`src/rtl/fetch_unit.sv`:
```
// Instruction fetch stage: owns the PC, issues one imem request at a time and
// holds the returned word for decode. Redirects squash any in-flight or held fetch.
module fetch_unit #(
  parameter int              XLEN     = 32,
  parameter logic [XLEN-1:0] RESET_PC = '0
) (
  input  logic            clk,
  input  logic            reset,
  output logic            imem_req,
  output logic [XLEN-1:0] imem_addr,
  input  logic            imem_ready,
  input  logic            imem_rvalid,
  input  logic [31:0]     imem_rdata,
  output logic            instr_valid,
  input  logic            instr_ready,
  output logic [31:0]     instr,
  output logic [XLEN-1:0] pc,
  output logic [XLEN-1:0] pcplus4,
  input  logic            pcsrc,
  input  logic [XLEN-1:0] pctarget,
  output logic [31:0]     fetch_cnt
);

  typedef enum logic [1:0] {
    S_BOOT,
    S_REQ,
    S_WAIT,
    S_FULL
  } state_t;

  state_t          r_state;
  state_t          w_state_next;
  logic [XLEN-1:0] r_pc_q;
  logic [XLEN-1:0] w_pc_q_next;
  logic            r_kill;
  logic            w_kill_next;
  logic [31:0]     r_fetch_cnt;
  logic [31:0]     w_fetch_cnt_next;
  logic            w_capture;
  logic [31:0]     r_instr;
  logic [XLEN-1:0] r_pc;
  logic [XLEN-1:0] r_pcplus4;
  logic [XLEN-1:0] w_redirect_pc;

  assign w_redirect_pc = pctarget & ~XLEN'(3);

  always_comb begin
    w_state_next     = r_state;
    w_pc_q_next      = r_pc_q;
    w_kill_next      = r_kill;
    w_fetch_cnt_next = r_fetch_cnt;
    w_capture        = 1'b0;
    case (r_state)
      S_BOOT: w_state_next = S_REQ;
      S_REQ: begin
        // The old-address request still goes out; its response must be dropped.
        if (imem_ready) begin
          w_state_next = S_WAIT;
          if (pcsrc) w_kill_next = 1'b1;
        end
      end
      S_WAIT: begin
        if (imem_rvalid) begin
          w_kill_next = 1'b0;
          if (!r_kill && !pcsrc) begin
            w_capture    = 1'b1;
            w_state_next = S_FULL;
          end else begin
            w_state_next = S_REQ;
          end
        end else if (pcsrc) begin
          w_kill_next = 1'b1;
        end
      end
      S_FULL: begin
        if (instr_ready) begin
          w_fetch_cnt_next = r_fetch_cnt + 32'd1;
          w_pc_q_next      = r_pc_q + XLEN'(4);
          w_state_next     = S_REQ;
        end
        if (pcsrc) w_state_next = S_REQ;
      end
      default: w_state_next = S_BOOT;
    endcase
    if (pcsrc) w_pc_q_next = w_redirect_pc;
  end

  always_ff @(posedge clk or posedge reset) begin
    if (reset) begin
      r_state     <= S_BOOT;
      r_pc_q      <= RESET_PC;
      r_kill      <= 1'b0;
      r_fetch_cnt <= '0;
      r_instr     <= '0;
      r_pc        <= RESET_PC;
      r_pcplus4   <= RESET_PC + XLEN'(4);
    end else begin
      r_state     <= w_state_next;
      r_pc_q      <= w_pc_q_next;
      r_kill      <= w_kill_next;
      r_fetch_cnt <= w_fetch_cnt_next;
      if (w_capture) begin
        r_instr   <= imem_rdata;
        r_pc      <= r_pc_q;
        r_pcplus4 <= r_pc_q + XLEN'(4);
      end
    end
  end

  assign imem_req    = (r_state == S_REQ);
  assign imem_addr   = r_pc_q;
  assign instr_valid = (r_state == S_FULL);
  assign instr       = r_instr;
  assign pc          = r_pc;
  assign pcplus4     = r_pcplus4;
  assign fetch_cnt   = r_fetch_cnt;

endmodule

```
`config.mk`:
```
export PLATFORM = sky130hd
export DESIGN_NAME = fetch_unit
export DESIGN_NICKNAME = d
export VERILOG_FILES = /design/src/rtl/fetch_unit.sv
export SDC_FILE = /design/constraint.sdc
export NUM_CORES = 1
export LEC_CHECK = 0
export CAP_MARGIN = 20
export CORE_MARGIN = 8
export CORE_UTILIZATION = 50
export CTS_CLUSTER_DIAMETER = 80
export CTS_CLUSTER_SIZE = 14
export DETAILED_ROUTE_END_ITERATION = 8
export GPL_TIMING_DRIVEN = 0
export PLACE_DENSITY = 0.86
export SLEW_MARGIN = 30
export SYNTH_ARGS = -nofsm -noshare
export SYNTH_HDL_FRONTEND = slang
export SYNTH_SLANG_ARGS = --single-unit
```
`constraint.sdc`:
```
create_clock -name clk -period 13.3 [get_ports clk]
set_clock_uncertainty 0.1 [all_clocks]
set_input_delay 2.66 -clock clk [delete_from_list [all_inputs] [get_ports clk]]
set_output_delay 2.66 -clock clk [all_outputs]
set_load 0.01 [all_outputs]
```
# == Yosys cells after proc, flatten, opt, wreduce, memory -nomap -nowiden ==
# Cells that the tools add are included.
# Widths: inputs -> output; s select.
# word_totals
out_inout_bits,162
regBits,163
# classes
mux,16
eq_ne,6
n_addsub,2
reduce_logical,11
# ops
cell,count
$mux 32,3
$add 32x1->32 const B,1
$add 32x3->32 const B,1
$mux 2,5
$pmux 2 s4,1
$mux 1,6
$reduce_and 2->1,3
$reduce_bool 2->1,3
$eq 2x2->1 const B,2
$ne 3x1->1 const B,1
$reduce_and 3->1,1
$eq 2x1->1 const B,1
$logic_not 1->1,2
$logic_not 2->1,1
$ne 2x1->1 const B,1
$ne 2x2->1 const B,1
$pmux 1 s2,1
$logic_and 1x1->1,1

# == Longest topological paths before layout ==
# Gate-level depths: netlist (run 1).
# depth
word_depth,5
depth_mapped,8

# == Least setup slack after synthesis (run 1) ==
# No wires, ideal clock.
# synth_timing
kind,input to register
startpoint,input port pcsrc
endpoint,register r_pc[10] (netlist: pc[10])
t_required_ps,13075
path_buffers,4
path_stages,7
setup_time_ps,125
t_arrival_ps,3878
slack_ps,9197
cell_sequence,buf_6 nor2_1 and3_1 clkbuf_1 buf_2 buf_2 mux2_2
# synth_via
elab_chain_cells,5
# synth_rtl
item,line_no,text
"start, declared",19,"input logic pcsrc,"
$logic_not 1->1,65,if (!r_kill && !pcsrc) begin
$logic_and 1x1->1,65,
$mux 1,65,
$mux 1,63,if (imem_rvalid) begin
$mux 1,53,case (r_state)
"end signal, assigned",104,r_pc <= r_pc_q;
"end, declared",41,logic [XLEN-1:0] r_pc;
# Every way passes these cells.
# A chain may end at the register's enable or synchronous reset.

# == Worst setup path in the final report (run 1) ==
# layout_timing
startpoint,register r_state[0]
endpoint,output port instr_valid
# layout_via
elab_chain_cells,1
# layout_rtl
item,line_no,text
"start, declared",31,state_t r_state;
"start signal, assigned",98,r_state <= w_state_next;
$eq 2x2->1,112,assign instr_valid = (r_state == S_FULL);
"end, declared",14,"output logic instr_valid,"
# Every way passes these cells.

==> results of run 1 <==
-- final cells by class --
class                           instances  area, µm²
Clock inverter                         13      163.9
Sequential cell                       157       3930
Fill cell                            1029       3983
Clock buffer                           19      442.9
Inverter                                6      30.03
Multi-Input combinational cell        438       3054
Buffer                                 43      257.7
Timing Repair Buffer                  224       2277
Tap cell                              184      230.2
-- how the worst max path moves through the flow --
stage	slack, ps	depth (start not counted)	endpoint
after floorplan	6310	1	fetch_cnt[0]$_DFFE_PP0P_
after CTS	8640	2	instr_valid
after global placement	4120	2	pc[3]$_DFFE_PP0P_
after detailed placement	8360	7	fetch_cnt[24]$_DFFE_PP0P_
final	8700	2	instr_valid
after global routing	8620	2	instr_valid
-- flip-flops by register name, indices dropped and copies added, names as in the netlist --
register / cells
instr: 32
r_kill: 1
pc: 30
imem_addr: 30
fetch_cnt: 32
r_state: 2
pcplus4: 30
-- synthesized netlist by cell type, types with 7 or more instances --
cell type                    n  area share
sky130_fd_sc_hd__a21oi_1    30       0.021
sky130_fd_sc_hd__buf_2      17       0.012
sky130_fd_sc_hd__buf_4       7      0.0073
sky130_fd_sc_hd__clkbuf_1    9      0.0047
sky130_fd_sc_hd__dfrtp_1   156        0.54
sky130_fd_sc_hd__mux2_2     63       0.098
sky130_fd_sc_hd__nand2_1    68       0.035
sky130_fd_sc_hd__nand3_1    27       0.019
sky130_fd_sc_hd__nand4_1    25       0.022
sky130_fd_sc_hd__nor2_1     52       0.027
sky130_fd_sc_hd__o21ai_0    28       0.019
sky130_fd_sc_hd__xnor2_1    43       0.052
sky130_fd_sc_hd__xor2_1     45       0.054
-- critical path, stage by stage, from the launching register on --
cell and delay, ps:
sky130_fd_sc_hd__dfrtp_1 400, sky130_fd_sc_hd__ha_1 390, sky130_fd_sc_hd__clkdlybuf4s50_1 630
-- power by group --
part / internal, W / leakage (nW) / switching, W / total (W)
combinational: 0.000321 / 2.14 / 0.000233 / 0.000553
clock: 0.000301 / 0.294 / 0.000195 / 0.000496
sequential: 0.000601 / 2.06 / 0.0000820 / 0.000683
-- through the flow --
step | area [µm²] | worst slack [ps] | hold WS [ps] | instances
after global placement | 9717 | 4120 | 359.0 | 1050
after CTS | 10390 | 8641 | 393.7 | 1084
after detailed placement | 9779 | 8362 | 385.2 | 1052
final | 10390 | 8695 | 386.0 | 1084
after floorplan | 7264 | 6307 | 406.1 | 644
after global routing | 10390 | 8620 | 416.2 | 1084
-- routing by layer --
layer  part of all wire  vias to the layer above  global-route usage
li1                   -                     2673                   -
met4              0.010                        0             0.06284
met1               0.40                     2799              0.2621
met2               0.52                      171              0.3723
met5                  0                        -                   0
met3              0.072                       18             0.06837
-- cell families after synthesis --
group                    after synthesis
buffers and inverters                 49
multiplexers                          64
adder cells (fa/ha/maj)                5
AO/OA/AOI/OAI                         67
AND/OR/NAND/NOR                      208
flip-flops                           157
XOR/XNOR                              88
other                                  1
==> results.md, run 1 <==
| Item | Reported |
| --- | --- |
| Run status | completed |
| Net total in the final layout | 962 |
| Number of buffers created by CTS | 17 |
| Top library cells by usage in the layout, fill and taps aside | sky130_fd_sc_hd__clkdlybuf4s50_1 (222), sky130_fd_sc_hd__dfrtp_1 (156), sky130_fd_sc_hd__nand2_1 (68) |
| Area fraction in compound gates after synthesis | 0.04887 |
| Hold Crit Class | flip-flop to flip-flop |
| Critical-path maximum fanout | 7 |
| Maximum frequency from static timing analysis | 0.2172 GHz |
| GRT Residual Overflow | 0 |
| Tmin final | 4605 ps |
| Clock sink count | 157 |
| Number of vias per cell | 5.222 |
| Routability-driven placement congestion ratio | 0.8025 |
| Endpoint kind of the worst setup timing path | output port |
| Number of H-tree levels | 4 |
| Via total after detailed routing | 5661 |
| Antenna cells | 0 |
| Total power after layout | 0.001733 W |
| Post-synthesis cell area | 7246 µm² |
| Most common cell after layout, fill and taps aside | sky130_fd_sc_hd__clkdlybuf4s50_1 |
| Leading register cell type out of synthesis | sky130_fd_sc_hd__dfrtp_1 |
| Per-cell routed wire length | 18.72 µm |
| Reported max-cap violation count | 0 |
| Number of buffer cells added on primary ports | 222 |
| Number of failing hold endpoints at the final stage | 0 |
| Endpoint with the worst hold slack | fetch_cnt[31]$_DFFE_PP0P_ |
| Top-level port count | 232 |
| CTS tree | built |
| Adder-cell share of the synthesized area | 0.008634 |
| Max-slew violation total from the final report | 0 |
| Area share of and/or/nand/nor cells after synthesis | 0.1552 |
| Die Footprint | 18600 µm² |
| Clock insertion delay at the later pin of the skew report | 420 ps |
| Post-CTS sizing | 0 |
| Synth Register Bits | 157 |
| Cells after synthesis | 639 |
| Arrival time at the worst endpoint | 1840 ps |
| Post-synthesis share of cell area spent on xor and xnor gates | 0.1064 |
| Distinct cell type count of the synthesized netlist | 43 |
| CP startpoint kind | flip-flop |
| Setup total negative slack | 0 ps |
| Reg-to-reg endpoint | pc[15]$_DFFE_PP0P_ |
| Dominant combinational cell family by area after synthesis | simple AND/OR/NAND/NOR gates |
| Lkg Pwr | 4.494 nW |
| First-pass GRT wire length | 31470 µm |
| Utilization of the core after routing | 0.7228 |
| Syn-to-layout area delta | 43.34% |
| Remaining routing DRC violations | 0 |
| Initial standard-cell utilization of the core | 0.5043 |
| Register clock-pin slew on the reported worst setup and hold paths | 60 ps |
| Origin of the worst min-delay path | fetch_cnt[31]$_DFFE_PP0P_ |
| Start point of the critical path | r_state[0]$_DFFE_PP0P_ |
| CTS Hold Buffers Added | 0 |
| R2r setup slk | 10800 ps |
| Class of the most critical setup path | flip-flop to output port |
| Fraction of registers with async set or reset after synthesis | 1.000 |
| Count of cells along the worst register-to-register path | 7 |
| Height of the chip | 136.4 µm |
| Number of setup buffers added after CTS | 0 |
| Vias in the first global route | 5806 |
| Largest net degree at the start of global routing | 80 |
| Clock buffer depth | 2 |
| Worst hold path cell count | 1 |
| Synth Warn # | 0 |
| Maximum ir drop on the vdd rail | 0.1046 mV |
| Core footprint | 14370 µm² |
| Unrepaired setup endpoints after global routing | false |
| Data required time of the critical path | 10540 ps |
| Sequential element share of the synthesized area | 0.5424 |
| Max-Slew Margin vs Limit | 0.5120 |
| Synthesized area divided by synthesized cell count | 11.34 µm² |
| Violation count after the first detailed-route iteration | 349 |
| Number of synthesized flops with an enable pin | 0 |
| Fraction of layout cells with a size suffix above 1 | 0.1656 |
| Total Routed Length | 20300 µm |
| Worst reg2reg path startpoint | r_state[0]$_DFFE_PP0P_ |
| CTS root buffer | sky130_fd_sc_hd__clkbuf_16 |
| Overall fraction of global-route tracks in use | 0.2191 |
| Fin crit share | 0.3462 |
| Number of endpoints failing setup at the final stage | 0 |
| HPWL Detailed | 14830 µm |
| Die X-Extent | 136.4 µm |
| Row count | 44 |
| Fraction of synthesized area in multiplexers | 0.09929 |
| Areal power density over the cells | 166.8 nW/µm² |
| Slew of the pin with the lowest slew margin | 729.3 ps |
| Antenna-violating nets left | 0 |
| Number of detailed-routing iterations run before antenna repair | 4 |
| Antenna violations before repair | 0 |
Power figures use the tool's default switching activity.
==> inputs of run 2 (changes only) <==
--- a/config.mk
+++ b/config.mk
@@ -7,12 +7,12 @@
 export LEC_CHECK = 0
 export CAP_MARGIN = 20
 export CORE_MARGIN = 8
-export CORE_UTILIZATION = 50
+export CORE_UTILIZATION = 47
 export CTS_CLUSTER_DIAMETER = 80
 export CTS_CLUSTER_SIZE = 14
 export DETAILED_ROUTE_END_ITERATION = 8
 export GPL_TIMING_DRIVEN = 0
-export PLACE_DENSITY = 0.86
+export PLACE_DENSITY = 0.81
 export SLEW_MARGIN = 30
 export SYNTH_ARGS = -nofsm -noshare
 export SYNTH_HDL_FRONTEND = slang
==> constraint.sdc (replaced) <==
create_clock -name clk -period 4.5 [get_ports clk]
set_clock_uncertainty 0.1 [all_clocks]
set_input_delay 0.9 -clock clk [delete_from_list [all_inputs] [get_ports clk]]
set_output_delay 0.9 -clock clk [all_outputs]
set_load 0.01 [all_outputs]
==> run 2 against run 1 <==
  * Cell area increased by 0.83%
  * Worst setup slack worse by 7000 ps
  * Register-to-register slack got worse by 8700 ps
  * Sequential power grew to 2.9 times the previous value
  * Largest cell class unchanged
==> results.md, run 2 (synthesis results as in run 1) <==
| Item | Reported |
| --- | --- |
| Run status | completed |
| Register clock-pin slew on the reported worst setup and hold paths | 60 ps |
| Number of buffers created by CTS | 17 |
| Antenna violations before repair | 0 |
| Die X-Extent | 140.2 µm |
| Start point of the critical path | r_state[0]$_DFFE_PP0P_ |
| Die Footprint | 19640 µm² |
| Clock insertion delay at the later pin of the skew report | 420 ps |
| Standard cell area after detailed placement | 9861 µm² |
| Per-cell routed wire length | 18.42 µm |
| Number of vias per cell | 5.152 |
| Number of failing hold endpoints at the final stage | 0 |
| Lkg Pwr | 4.528 nW |
| Antenna-violating nets left | 0 |
| Worst reg2reg path startpoint | r_state[0]$_DFFE_PP0P_ |
| CTS tree | built |
| Count of cells along the worst register-to-register path | 6 |
| Proportion of power drawn by flip-flops and latches | 0.392 |
| Total Routed Length | 20110 µm |
| Max-Slew Margin vs Limit | 0.5270 |
| Core footprint | 15150 µm² |
| CP startpoint kind | flip-flop |
| Largest net degree at the start of global routing | 27 |
| Number of detailed-routing iterations run before antenna repair | 4 |
| Total power after layout | 0.005141 W |
| Number of H-tree levels | 4 |
| HPWL Detailed | 15310 µm |
| Max-slew violation total from the final report | 0 |
| Height of the chip | 140.2 µm |
| Reported max-cap violation count | 0 |
| Violation count after the first detailed-route iteration | 303 |
| Row count | 45 |
| Clock sink count | 157 |
| Areal power density over the cells | 490.9 nW/µm² |
| Arrival time at the worst endpoint | 1850 ps |
| Data required time of the critical path | 3500 ps |
| Worst hold path cell count | 1 |
| Reg-to-reg endpoint | fetch_cnt[25]$_DFFE_PP0P_ |
| Class of the most critical setup path | flip-flop to output port |
| First-pass GRT wire length | 31660 µm |
| Fraction of layout cells with a size suffix above 1 | 0.1681 |
| Fraction of power spent switching nets | 0.2907 |
| Initial standard-cell utilization of the core | 0.4784 |
| Post-CTS sizing | 0 |
| Critical-path maximum fanout | 7 |
| Syn-to-layout area delta | 44.53% |
| Proportion of power drawn by combinational gates | 0.319 |
| Remaining routing DRC violations | 0 |
| Post-route cell area | 10470 µm² |
| Number of setup buffers added after CTS | 0 |
| R2r setup slk | 2100 ps |
| Antenna cells | 0 |
| Int Power | 0.003646 W |
| Hold Crit Class | flip-flop to flip-flop |
| Top-level port count | 232 |
| CTS Hold Buffers Added | 0 |
| Number of buffer cells added on primary ports | 222 |
| Unrepaired setup endpoints after global routing | false |
| Maximum frequency from static timing analysis | 0.3507 GHz |
| Power share of the clock group | 0.290 |
| Via total after detailed routing | 5626 |
| Origin of the worst min-delay path | fetch_cnt[31]$_DFFE_PP0P_ |
| Maximum ir drop on the vdd rail | 0.3049 mV |
| Endpoint kind of the worst setup timing path | output port |
| Fin crit share | 0.6337 |
| Vias in the first global route | 5758 |
| Setup total negative slack | 0 ps |
| GRT Residual Overflow | 0 |
| Top library cells by usage in the layout, fill and taps aside | sky130_fd_sc_hd__clkdlybuf4s50_1 (222), sky130_fd_sc_hd__dfrtp_1 (156), sky130_fd_sc_hd__nand2_1 (68) |
| Number of endpoints failing setup at the final stage | 0 |
| Most common cell after layout, fill and taps aside | sky130_fd_sc_hd__clkdlybuf4s50_1 |
| Clock buffer depth | 2 |
| CTS root buffer | sky130_fd_sc_hd__clkbuf_16 |
| Endpoint with the worst hold slack | fetch_cnt[31]$_DFFE_PP0P_ |
| Routability-driven placement congestion ratio | 0.8237 |
| Tmin final | 2852 ps |
| Net total in the final layout | 966 |
| Slew of the pin with the lowest slew margin | 709.5 ps |
| Switching power | 0.001494 W |
| Overall fraction of global-route tracks in use | 0.2059 |
==> run 2: critical path, cell delays in order, from the launching register on <==
cell and delay (ps):
sky130_fd_sc_hd__dfrtp_1 400, sky130_fd_sc_hd__ha_1 410, sky130_fd_sc_hd__clkdlybuf4s50_1 620
==> run 2: cell type report <==
type,count,area (µm²)
flip-flops and latches,157,3930
multi-input cells,438,3054
plain buffers,43,257.7
repair buffers,228,2357
well taps,188,235.2
clock buffers,22,474.2
fillers,1113,4673
clock inverters,10,137.6
inverters,6,26.28
==> run 2: worst max path at each step <==
stage / end / slack [ps] / cells past startpoint
2_1_floorplan: fetch_cnt[0]$_DFFE_PP0P_ / 1510 / 1
3_3_place_gp: instr[1]$_DFFE_PP0P_ / 160 / 2
3_5_place_dp: fetch_cnt[25]$_DFFE_PP0P_ / 1360 / 6
4_1_cts: instr_valid / 1640 / 2
5_1_grt: instr_valid / 1610 / 2
6_report: instr_valid / 1650 / 2
==> run 2: power by group through the flow <==
| stage | Combinational (W) | Sequential [W] | Clock [W] |
|---|---|---|---|
| after floorplan | 0.000505 | 0.00218 | 0 |
| after global placement | 0.00162 | 0.00202 | 0 |
| after detailed placement | 0.00166 | 0.00204 | 0 |
| after CTS | 0.00166 | 0.00201 | 0.00151 |
| after global routing | 0.00175 | 0.00206 | 0.00157 |
| final | 0.00164 | 0.00201 | 0.00149 |
==> run 2: through the flow <==
step	instances	worst slack, ps	utilization	hold slack (ps)
5_1_grt	1092	1611	0.6915	401.3
4_1_cts	1092	1637	0.6915	385.8
6_report	1092	1648	0.6915	378.0
3_3_place_gp	1054	161.9	0.6421	360.7
2_1_floorplan	644	1514	-	406.1
3_5_place_dp	1060	1360	0.6511	378.0
==> run 2: routing by layer <==
metal  GRT usage  vias to the layer above  wire length, µm
li1            -                     2669                -
met1      0.2450                     2761             8198
met2      0.3419                      169             9967
met3     0.06796                       27             1484
met4     0.07429                        0              460
met5           0                        -                0
==> inputs of run 3 (changes only) <==
--- a/config.mk
+++ b/config.mk
@@ -7,12 +7,12 @@
 export LEC_CHECK = 0
 export CAP_MARGIN = 20
 export CORE_MARGIN = 8
-export CORE_UTILIZATION = 47
+export CORE_UTILIZATION = 42
 export CTS_CLUSTER_DIAMETER = 80
 export CTS_CLUSTER_SIZE = 14
 export DETAILED_ROUTE_END_ITERATION = 8
 export GPL_TIMING_DRIVEN = 0
-export PLACE_DENSITY = 0.81
+export PLACE_DENSITY = 0.77
 export SLEW_MARGIN = 30
 export SYNTH_ARGS = -nofsm -noshare
 export SYNTH_HDL_FRONTEND = slang
==> constraint.sdc (replaced) <==
create_clock -name clk -period 2.6 [get_ports clk]
set_clock_uncertainty 0.1 [all_clocks]
set_input_delay 0.52 -clock clk [delete_from_list [all_inputs] [get_ports clk]]
set_output_delay 0.52 -clock clk [all_outputs]
set_load 0.01 [all_outputs]
==> run 3 against run 2 <==
  * Global-route usage fell by 0.75 points
  * Critical path depth unchanged
  * Register-to-register slack got worse by 1900 ps
  * Highest routed layer unchanged
==> results.md, run 3 (synthesis results as in run 1) <==
| Item | Reported |
| --- | --- |
| Initial standard-cell utilization of the core | 0.4248 |
| Largest net degree at the start of global routing | 31 |
| Net total in the final layout | 966 |
| Arrival time at the worst endpoint | 1760 ps |
| Class of the most critical setup path | flip-flop to output port |
| Fin crit share | 0.9166 |
| Per-cell routed wire length | 18.59 µm |
| Cell with the largest stage delay on the worst path | sky130_fd_sc_hd__clkdlybuf4s50_1 |
| Total Routed Length | 20990 µm |
| Via total after detailed routing | 5695 |
| Post-route cell area | 10510 µm² |
| Register clock-pin slew on the reported worst setup and hold paths | 60 ps |
| Number of detailed-routing iterations run before antenna repair | 4 |
| First-pass GRT wire length | 33980 µm |
| Top-level port count | 232 |
| Number of endpoints failing setup at the final stage | 0 |
| CTS Hold Buffers Added | 0 |
| Clock insertion delay at the later pin of the skew report | 420 ps |
| Utilization of the core after routing | 0.6161 |
| Maximum frequency from static timing analysis | 0.4196 GHz |
| CTS root buffer | sky130_fd_sc_hd__clkbuf_16 |
| Setup WS post-layout | 216.9 ps |
| CP Buf/Inv Count | 1 |
| Die X-Extent | 147.3 µm |
| Endpoint kind of the worst setup timing path | output port |
| Areal power density over the cells | 843.5 nW/µm² |
| Largest stage delay on the critical path | 600 ps |
| Top library cells by usage in the layout, fill and taps aside | sky130_fd_sc_hd__clkdlybuf4s50_1 (222), sky130_fd_sc_hd__dfrtp_1 (156), sky130_fd_sc_hd__nand2_1 (68) |
| Data required time of the critical path | 1980 ps |
| Cell family with most CP delay | buffers and inverters |
| Tmin final | 2383 ps |
| HPWL Detailed | 15800 µm |
| Syn-to-layout area delta | 45.04% |
| Slew of the pin with the lowest slew margin | 709.9 ps |
| GRT Residual Overflow | 0 |
| Filler cell count | 1450 |
| Number of failing hold endpoints at the final stage | 0 |
| Unrepaired setup endpoints after global routing | false |
| Vias in the first global route | 5955 |
| Maximum ir drop on the vdd rail | 0.4807 mV |
| Antenna-violating nets left | 0 |
| Setup slack after placement | -203.0 ps |
| Number of buffers created by CTS | 17 |
| Height of the chip | 147.3 µm |
| Number of vias per cell | 5.044 |
| Hold Crit Class | input pin to asynchronous set/reset pin |
| Max-slew violation total from the final report | 0 |
| CP startpoint kind | flip-flop |
| Number of buffer cells added on primary ports | 222 |
| Standard cell area after detailed placement | 9907 µm² |
| Core footprint | 17060 µm² |
| Number of setup buffers added after CTS | 0 |
| Max-Slew Margin vs Limit | 0.5250 |
| Number of H-tree levels | 4 |
| Lkg Pwr | 4.516 nW |
| Critical-path maximum fanout | 7 |
| Overall fraction of global-route tracks in use | 0.1984 |
| Antenna violations before repair | 0 |
| Remaining routing DRC violations | 0 |
| Cell breakdown of the critical path | ha_2, clkdlybuf4s50_1 |
| Violation count after the first detailed-route iteration | 312 |
| Non-Filler Instances | 1129 |
| Reported max-cap violation count | 0 |
| Clock sink count | 157 |
| Fraction of layout cells with a size suffix above 1 | 0.1715 |
| Clock buffer depth | 2 |
| Run status | completed |
| Die Footprint | 21710 µm² |
| Routability-driven placement congestion ratio | 0.8197 |
| DP Cell Count | 1097 |
| Most common cell after layout, fill and taps aside | sky130_fd_sc_hd__clkdlybuf4s50_1 |
| Row count | 48 |
| Antenna cells | 0 |
| CTS tree | built |
==> run 3: cell type report <==
cell class              instances  area [µm²]  area share
flip-flops and latches        157        3930      0.3740
multi-input cells             438        3057      0.2909
repair buffers                228        2357      0.2243
clock buffers                  18       439.2     0.04179
well taps                     225       281.5     0.02679
plain buffers                  43       257.7     0.02453
clock inverters                14       160.2     0.01524
inverters                       6       26.28    0.002500
==> run 3: stage by stage <==
step                TNS, ps  total power (W)  hold WS [ps]
floorplan            -945.9         0.004646         406.1
CTS                       0         0.008964         352.1
global placement    -231640         0.006309         361.6
detailed placement    -7973         0.006407         381.8
global route              0         0.009316         365.1
finish                    0         0.008864         350.0
==> run 3: path summary, 6_finish.rpt <==
check	from	endpoint	slack, ps	cells after the start
max	r_state[0]$_DFFE_PP0P_	instr_valid	220	2
min	reset	instr[20]$_DFFE_PP0P_	350	2
max reg2reg	r_state[0]$_DFFE_PP0P_	pc[8]$_DFFE_PP0P_	220	7
min reg2reg	fetch_cnt[27]$_DFFE_PP0P_	fetch_cnt[27]$_DFFE_PP0P_	390	1
max in group asynchronous	reset	pcplus4[2]$_DFFE_PP1P_	1320	4
min in group clk	fetch_cnt[27]$_DFFE_PP0P_	fetch_cnt[27]$_DFFE_PP0P_	390	1
==> run 3: what timing repair did <==
action,in CTS,in global routing
endpoints found under the setup margin,0,4
gates resized for setup,0,1
endpoints found under the hold margin,0,0
==> run 3: power breakdown <==
part           total (W)  internal [W]  switching (W)
combinational    0.00285       0.00165        0.00119
clock            0.00252       0.00146        0.00107
sequential       0.00349       0.00307       0.000420
total            0.00886       0.00618        0.00268
==> run 3: metal layers <==
| metal | GRT usage | wire [µm] |
|---|---|---|
| met3 | 0.05967 | 1321 |
| met1 | 0.2456 | 8740 |
| met5 | 0 | 0 |
| met2 | 0.3264 | 10580 |
| met4 | 0.06170 | 346 |
